### config.mk
export PLATFORM = sky130hd
export DESIGN_NAME = mult_share_arbiter
export DESIGN_NICKNAME = d
export VERILOG_FILES = /design/src/rtl/mult_share_arbiter.sv
export SDC_FILE = /design/constraint.sdc
export NUM_CORES = 1
export LEC_CHECK = 0
export ABC_AREA = 0
export CAP_MARGIN = 20
export CORE_MARGIN = 1.5
export CORE_UTILIZATION = 40
export CTS_BUF_LIST = sky130_fd_sc_hd__clkbuf_4 sky130_fd_sc_hd__clkbuf_8
export DETAILED_ROUTE_END_ITERATION = 6
export PLACE_DENSITY = 0.66
export SYNTH_ARGS = -nofsm -noshare
export SYNTH_HDL_FRONTEND = slang
export SYNTH_SLANG_ARGS = --single-unit
### constraint.sdc
create_clock -name clk -period 15.45 [get_ports clk]
set_input_delay 1.545 -clock clk [delete_from_list [all_inputs] [get_ports clk]]
set_output_delay 1.545 -clock clk [all_outputs]
set_load 0.005 [all_outputs]
### src/rtl/mult_share_arbiter.sv
// Shares one signed 8x8 array multiplier among four requesters.
// A round-robin arbiter feeds a two-stage pipeline (operand register S1 and
// result register S2). The pipeline sustains one product per cycle and
// honours backpressure from the response consumer.

module mult_share_arbiter #(
  parameter int unsigned NREQ = 4
) (
  input  logic        clk,
  input  logic        rst,
  input  logic [3:0]  req_valid,
  input  logic [31:0] req_x,
  input  logic [31:0] req_y,
  output logic [3:0]  req_ready,
  output logic        rsp_valid,
  input  logic        rsp_ready,
  output logic [1:0]  rsp_id,
  output logic [15:0] rsp_p,
  output logic [15:0] ops_done
);

  // Stage S1: operands waiting for the multiplier
  logic        v1_q, v1_d;
  logic [1:0]  id1_q, id1_d;
  logic [7:0]  x1_q, x1_d;
  logic [7:0]  y1_q, y1_d;

  // Stage S2: finished product waiting for the consumer
  logic        v2_q, v2_d;
  logic [1:0]  id2_q, id2_d;
  logic [15:0] p2_q, p2_d;

  logic [1:0]  ptr_q, ptr_d;
  logic [15:0] ops_q, ops_d;

  logic        adv1, adv2;
  logic        grant_found;
  logic [1:0]  grant_idx;
  logic        accept;
  logic [15:0] mult_p;

  // Pipeline advance conditions; S1 may move whenever S2 frees up this cycle
  always_comb begin
    adv2 = !v2_q || rsp_ready;
    adv1 = !v1_q || adv2;
  end

  // Round-robin search starting at the pointer, wrapping modulo 4
  always_comb begin
    logic [1:0] idx;
    grant_found = 1'b0;
    grant_idx   = ptr_q;
    idx         = ptr_q;
    for (int unsigned k = 0; k < NREQ; k++) begin
      idx = ptr_q + 2'(k);
      if (!grant_found && req_valid[idx]) begin
        grant_found = 1'b1;
        grant_idx   = idx;
      end
    end
  end

  // Reset takes priority over a coincident request, so gate the accept with it
  always_comb begin
    accept    = grant_found && adv1 && !rst;
    req_ready = accept ? (4'b0001 << grant_idx) : 4'b0000;
  end

  main u_main (
    .x (x1_q),
    .y (y1_q),
    .p (mult_p)
  );

  // Next-state for both pipeline stages, the pointer and the handshake counter
  always_comb begin
    v1_d  = v1_q;
    id1_d = id1_q;
    x1_d  = x1_q;
    y1_d  = y1_q;
    v2_d  = v2_q;
    id2_d = id2_q;
    p2_d  = p2_q;
    ptr_d = ptr_q;
    ops_d = ops_q;

    if (adv1) begin
      v1_d = accept;
      if (accept) begin
        id1_d = grant_idx;
        x1_d  = req_x[{grant_idx, 3'b000} +: 8];
        y1_d  = req_y[{grant_idx, 3'b000} +: 8];
      end
    end

    if (adv2) begin
      v2_d  = v1_q;
      id2_d = id1_q;
      p2_d  = mult_p;
    end

    if (accept) begin
      ptr_d = grant_idx + 2'd1;
    end

    if (v2_q && rsp_ready) begin
      ops_d = ops_q + 16'd1;
    end
  end

  // State registers with synchronous reset; in-flight work is dropped
  always_ff @(posedge clk) begin
    if (rst) begin
      v1_q  <= 1'b0;
      id1_q <= 2'd0;
      x1_q  <= 8'd0;
      y1_q  <= 8'd0;
      v2_q  <= 1'b0;
      id2_q <= 2'd0;
      p2_q  <= 16'd0;
      ptr_q <= 2'd0;
      ops_q <= 16'd0;
    end else begin
      v1_q  <= v1_d;
      id1_q <= id1_d;
      x1_q  <= x1_d;
      y1_q  <= y1_d;
      v2_q  <= v2_d;
      id2_q <= id2_d;
      p2_q  <= p2_d;
      ptr_q <= ptr_d;
      ops_q <= ops_d;
    end
  end

  // Response outputs come straight from S2
  always_comb begin
    rsp_valid = v2_q;
    rsp_id    = id2_q;
    rsp_p     = p2_q;
    ops_done  = ops_q;
  end

endmodule

// Signed 8x8 array multiplier built from eight rows of ripple-carry adders.
// Rows 0..6 add sign-extended x shifted by the row index when y[r] is set;
// row 7 carries negative weight, so it adds the two's complement instead.
module main (
  input  logic [7:0]  x,
  input  logic [7:0]  y,
  output logic [15:0] p
);

  function automatic logic [15:0] rca16(input logic [15:0] a, input logic [15:0] b,
                                        input logic cin);
    logic [15:0] s;
    logic        c;
    s = '0;
    c = cin;
    for (int i = 0; i < 16; i++) begin
      s[i] = a[i] ^ b[i] ^ c;
      c    = (a[i] & b[i]) | (a[i] & c) | (b[i] & c);
    end
    return s;
  endfunction

  logic [15:0] xe;
  logic [15:0] pp   [8];
  logic [15:0] rows [9];

  // Partial products, one per multiplier bit
  always_comb begin
    xe = {{8{x[7]}}, x};
    for (int r = 0; r < 8; r++) begin
      pp[r] = y[r] ? (xe << r) : 16'd0;
    end
  end

  // Accumulate the rows; ~pp + 1 subtracts the sign-bit row
  always_comb begin
    rows[0] = 16'd0;
    for (int r = 0; r < 7; r++) begin
      rows[r + 1] = rca16(rows[r], pp[r], 1'b0);
    end
    rows[8] = rca16(rows[7], ~pp[7], 1'b1);
    p       = rows[8];
  end

endmodule

==> impl_summary.log <==
INFO  metric outcome = complete, no violations
INFO  metric synthDominantCellAreaShare = 29.2%
INFO  metric clock_power_share = 15.0%
INFO  metric seqCellArea = 1120 um2
INFO  metric p_per_area = 108 nW/um2
INFO  metric postSynth.asyncResetShare = 0%
INFO  metric finClkSkew = 6.97 ps
INFO  metric worst-path-max-fanout = 9
INFO  metric totalWireLength = 10.2 mm
INFO  metric grtUsageTotal = 15.9%
INFO  metric vias_in_the_first_global_route = 3,710
INFO  metric crit_buf_inv = 5
INFO  metric gp_routability_congestion = 0.793
INFO  metric mostFrequentLayoutCell = sky130_fd_sc_hd__clkdlybuf4s50_1
INFO  metric ys.flop_type = sky130_fd_sc_hd__dfxtp_1
INFO  metric whs_path_depth = 2
INFO  metric final.fill_count = 1,117
INFO  metric cp.depth = 31
INFO  metric cts.htree.levels = 2
INFO  metric clk_latency = 310 ps
INFO  metric multi_input_area = 3430 um2
INFO  metric worst_setup_path_end_kind = register
INFO  metric power.leakage = 2.72 nW
INFO  metric fmaxAchievable = 101 MHz
INFO  metric drcViolationCount = 0
INFO  metric ys_seq_area_share = 22.7%
INFO  metric cts.clk_slew.worst_paths = 110 ps
INFO  metric die_w = 114 um
INFO  metric maxCapViolations = 0
INFO  metric worst_slew_pin_slew = 935 ps
INFO  metric syn2layout_area_growth = 25.7%
INFO  metric layout.nets = 764
INFO  metric grt_first_pass_wirelength = 17.0 mm
INFO  metric number_of_flops_mapped_to_enable_cells_by_yosys = 0
INFO  metric power_report.internal_total = 0.402 mW
INFO  metric worst_hold_endpoint = rsp_p[2]$_SDFFE_PP0P_
INFO  metric cts_made_buffers = 5
INFO  metric post_route_cells_drive_above_1_share = 3.61%
INFO  metric cts-root-buf = sky130_fd_sc_hd__clkbuf_8
INFO  metric share_seq_of_total_power = 31.6%
INFO  metric final_util = 51.6%
INFO  metric yosysUniqueCellTypes = 42
INFO  metric via_count = 3,711
INFO  metric arrival = 10,090 ps
INFO  metric synthDominantAreaCellType = sky130_fd_sc_hd__fa_1
INFO  metric cts.repair.resized = 0
INFO  metric critPathRequiredTime = 15,660 ps
INFO  metric detail_route.iter0.violations = 145
INFO  metric mostFrequentLayoutCells = sky130_fd_sc_hd__clkdlybuf4s50_1 (109), sky130_fd_sc_hd__fa_1 (72), sky130_fd_sc_hd__inv_1 (64)
INFO  metric placement.setup.worst_slack = 5550 ps
INFO  metric synth_area_leaders = sky130_fd_sc_hd__fa_1 (29%), sky130_fd_sc_hd__dfxtp_1 (23%), sky130_fd_sc_hd__mux2i_1 (6.5%), sky130_fd_sc_hd__and2_1 (6.3%), sky130_fd_sc_hd__inv_1 (4.9%)
INFO  metric hold_violations = 0
INFO  metric design.die.area = 13,000 um2
INFO  metric place.detailed.hpwl = 8.47 mm
INFO  metric grt_start_max_net_pins = 40
INFO  metric core_region_area = 12,000 um2
INFO  metric peakVddDrop = 0.0000403 V
INFO  metric synth.ff_latch_count = 56
INFO  metric syn-num-nets = 670
INFO  metric placement.io_buffers = 109
INFO  metric postCtsSetupBuffers = 0
INFO  metric critical_path.max_stage_delay = 540 ps
INFO  metric clkSinkCount = 56
INFO  metric antenna_cells = 0
INFO  metric floorplan.initialDensity = 41.1%
INFO  metric worst_path_dominant_cell_family = adder cells
INFO  metric r2r_setup_slack = 5570 ps
INFO  metric timing.slew.headroom = 37.7%
INFO  metric timing.final.max_slew_violations = 0
INFO  metric number_of_antenna_violations_at_the_first_check_in_global_routing = 0
INFO  metric final.period_utilization = 63.9%
INFO  metric post-route-min-period = 9880 ps
INFO  metric std_cell_rows = 40
INFO  metric worst_setup_path_start_kind = register
INFO  metric setup_tns = 0 ps
INFO  metric height_of_the_die = 114 um
INFO  metric global_route.overflow_total = 0
INFO  metric swShare = 40.1%
INFO  metric first_pass_iters = 4
INFO  metric boundaryPins = 110
INFO  metric vias_per_cell = 4.90
INFO  metric power.share.combinational = 53.4%
INFO  metric worst_path_max_delay_cell = sky130_fd_sc_hd__fa_1
INFO  metric met2_wirelength = 5.51 mm
INFO  metric cts_tree = done
INFO  metric p_switching = 0.269 mW
INFO  metric syn_area = 4930 um2
INFO  metric met1Wirelength = 4.29 mm
INFO  metric synth_warnings = 0
INFO  metric regToRegEndpoint = rsp_p[15]$_SDFFE_PP0P_
INFO  metric routed_wl_met3 = 371 um
INFO  metric regToRegStartpoint = y1_q[0]$_SDFFE_PP0P_
INFO  metric timing.reg2reg.worst_path_depth = 31
INFO  metric route.top_layer_used = met4
INFO  metric synth_cells = 515
INFO  metric setup.worst_path.class = reg -> reg
INFO  metric setup_repair_after_global_routing_missed_its_margin = false
INFO  metric timing.hold.worst.start = rsp_p[2]$_SDFFE_PP0P_
INFO  metric postCtsHoldBufs = 0
INFO  metric clock_tree.buffer_depth = 2
INFO  metric syn_avg_cell_area = 9.58 um2
INFO  metric cp_common_cell = sky130_fd_sc_hd__fa_1
INFO  metric setup_slack = 5570 ps
INFO  metric drt.antenna.violating_nets = 0
INFO  metric drt-wirelength-per-cell = 13.5 um
INFO  metric setup_viol = 0
INFO  metric worst_hold_path_type = reg -> reg
## state kept, by name (all words and copies together), names as in the netlist
signal,cells
id1_q,2
ops_done,16
ptr_q,2
rsp_id,2
rsp_p,16
rsp_valid,1
v1_q,1
x1_q,8
y1_q,8
## routing by layer
layer | vias to the layer above | global-route usage (%)
li1 | 1830 | -
met1 | 1800 | 19.7
met2 | 77 | 30.2
met3 | 4 | 2.39
met4 | 0 | 1.83
met5 | - | 0
## Yosys cell counts, drive strengths merged (5+ instances only)
cell and n:
nor2 26, and3 5, buf 16, dfxtp 56, ha 12, a21oi 18
mux2i 32, o21ai 10, fa 72, o221ai 17, a211oi 9, inv 65
xor2 6, nand3 9, clkbuf 8, and2 51, xnor2 15, nand2 62
or3 6
## how the worst max path moves through the flow
stage / from / end
3_3_place_gp: y1_q[0]$_SDFFE_PP0P_ / rsp_p[15]$_SDFFE_PP0P_
6_report: y1_q[0]$_SDFFE_PP0P_ / rsp_p[15]$_SDFFE_PP0P_
3_5_place_dp: y1_q[0]$_SDFFE_PP0P_ / rsp_p[15]$_SDFFE_PP0P_
2_1_floorplan: y1_q[0]$_SDFFE_PP0P_ / rsp_p[15]$_SDFFE_PP0P_
5_1_grt: y1_q[0]$_SDFFE_PP0P_ / rsp_p[15]$_SDFFE_PP0P_
4_1_cts: y1_q[0]$_SDFFE_PP0P_ / rsp_p[15]$_SDFFE_PP0P_
## final cells by class
| class | count | share of cell area [%] |
|---|---|---|
| multi-input cells | 370 | 55.3 |
| flip-flops and latches | 56 | 18.1 |
| repair buffers | 111 | 17.8 |
| inverters | 65 | 3.94 |
| well taps | 147 | 2.97 |
| clock buffers | 6 | 1.23 |
| clock inverters | 2 | 0.626 |
## worst register-to-register path, delay by kind of cell, from the launching register on
kind	cells	cell delay, ps
AO/OA/AOI/OAI	1	70
XOR/XNOR	3	490
adder cells (fa/ha/maj)	20	8180
buffers and inverters	5	280
flip-flops	1	390
AND/OR/NAND/NOR	2	350
## power by group through the flow
stage / clock (mW) / combinational [mW] / sequential (mW)
global placement: 0 / 0.359 / 0.215
detailed placement: 0 / 0.367 / 0.217
finish: 0.100 / 0.358 / 0.212
CTS: 0.104 / 0.369 / 0.213
floorplan: 0 / 0.281 / 0.194
global route: 0.108 / 0.411 / 0.219
## through the flow
stage                     power, mW  instances  hold WS, ps  cell area (um2)
after CTS                     0.686        757          459             6200
after global placement        0.574        749          438             6080
after detailed placement      0.584        749          446             6080
final                         0.671        757          456             6200
after global routing          0.738        757          490             6200
after floorplan               0.474        515          436             4930
## cells by family (layout without fill, tap and decap cells)
family	after synthesis	count (layout)	synth area share [%]
compound gates	57	57	8.07
xor+xnor	21	21	4.03
fa+ha+maj	84	84	32.3
buf+inv	89	184	7.99
flops	56	56	22.7
mux	32	32	6.49
simple gates	176	176	18.4
No activity file was read; power rests on OpenSTA's default activity.
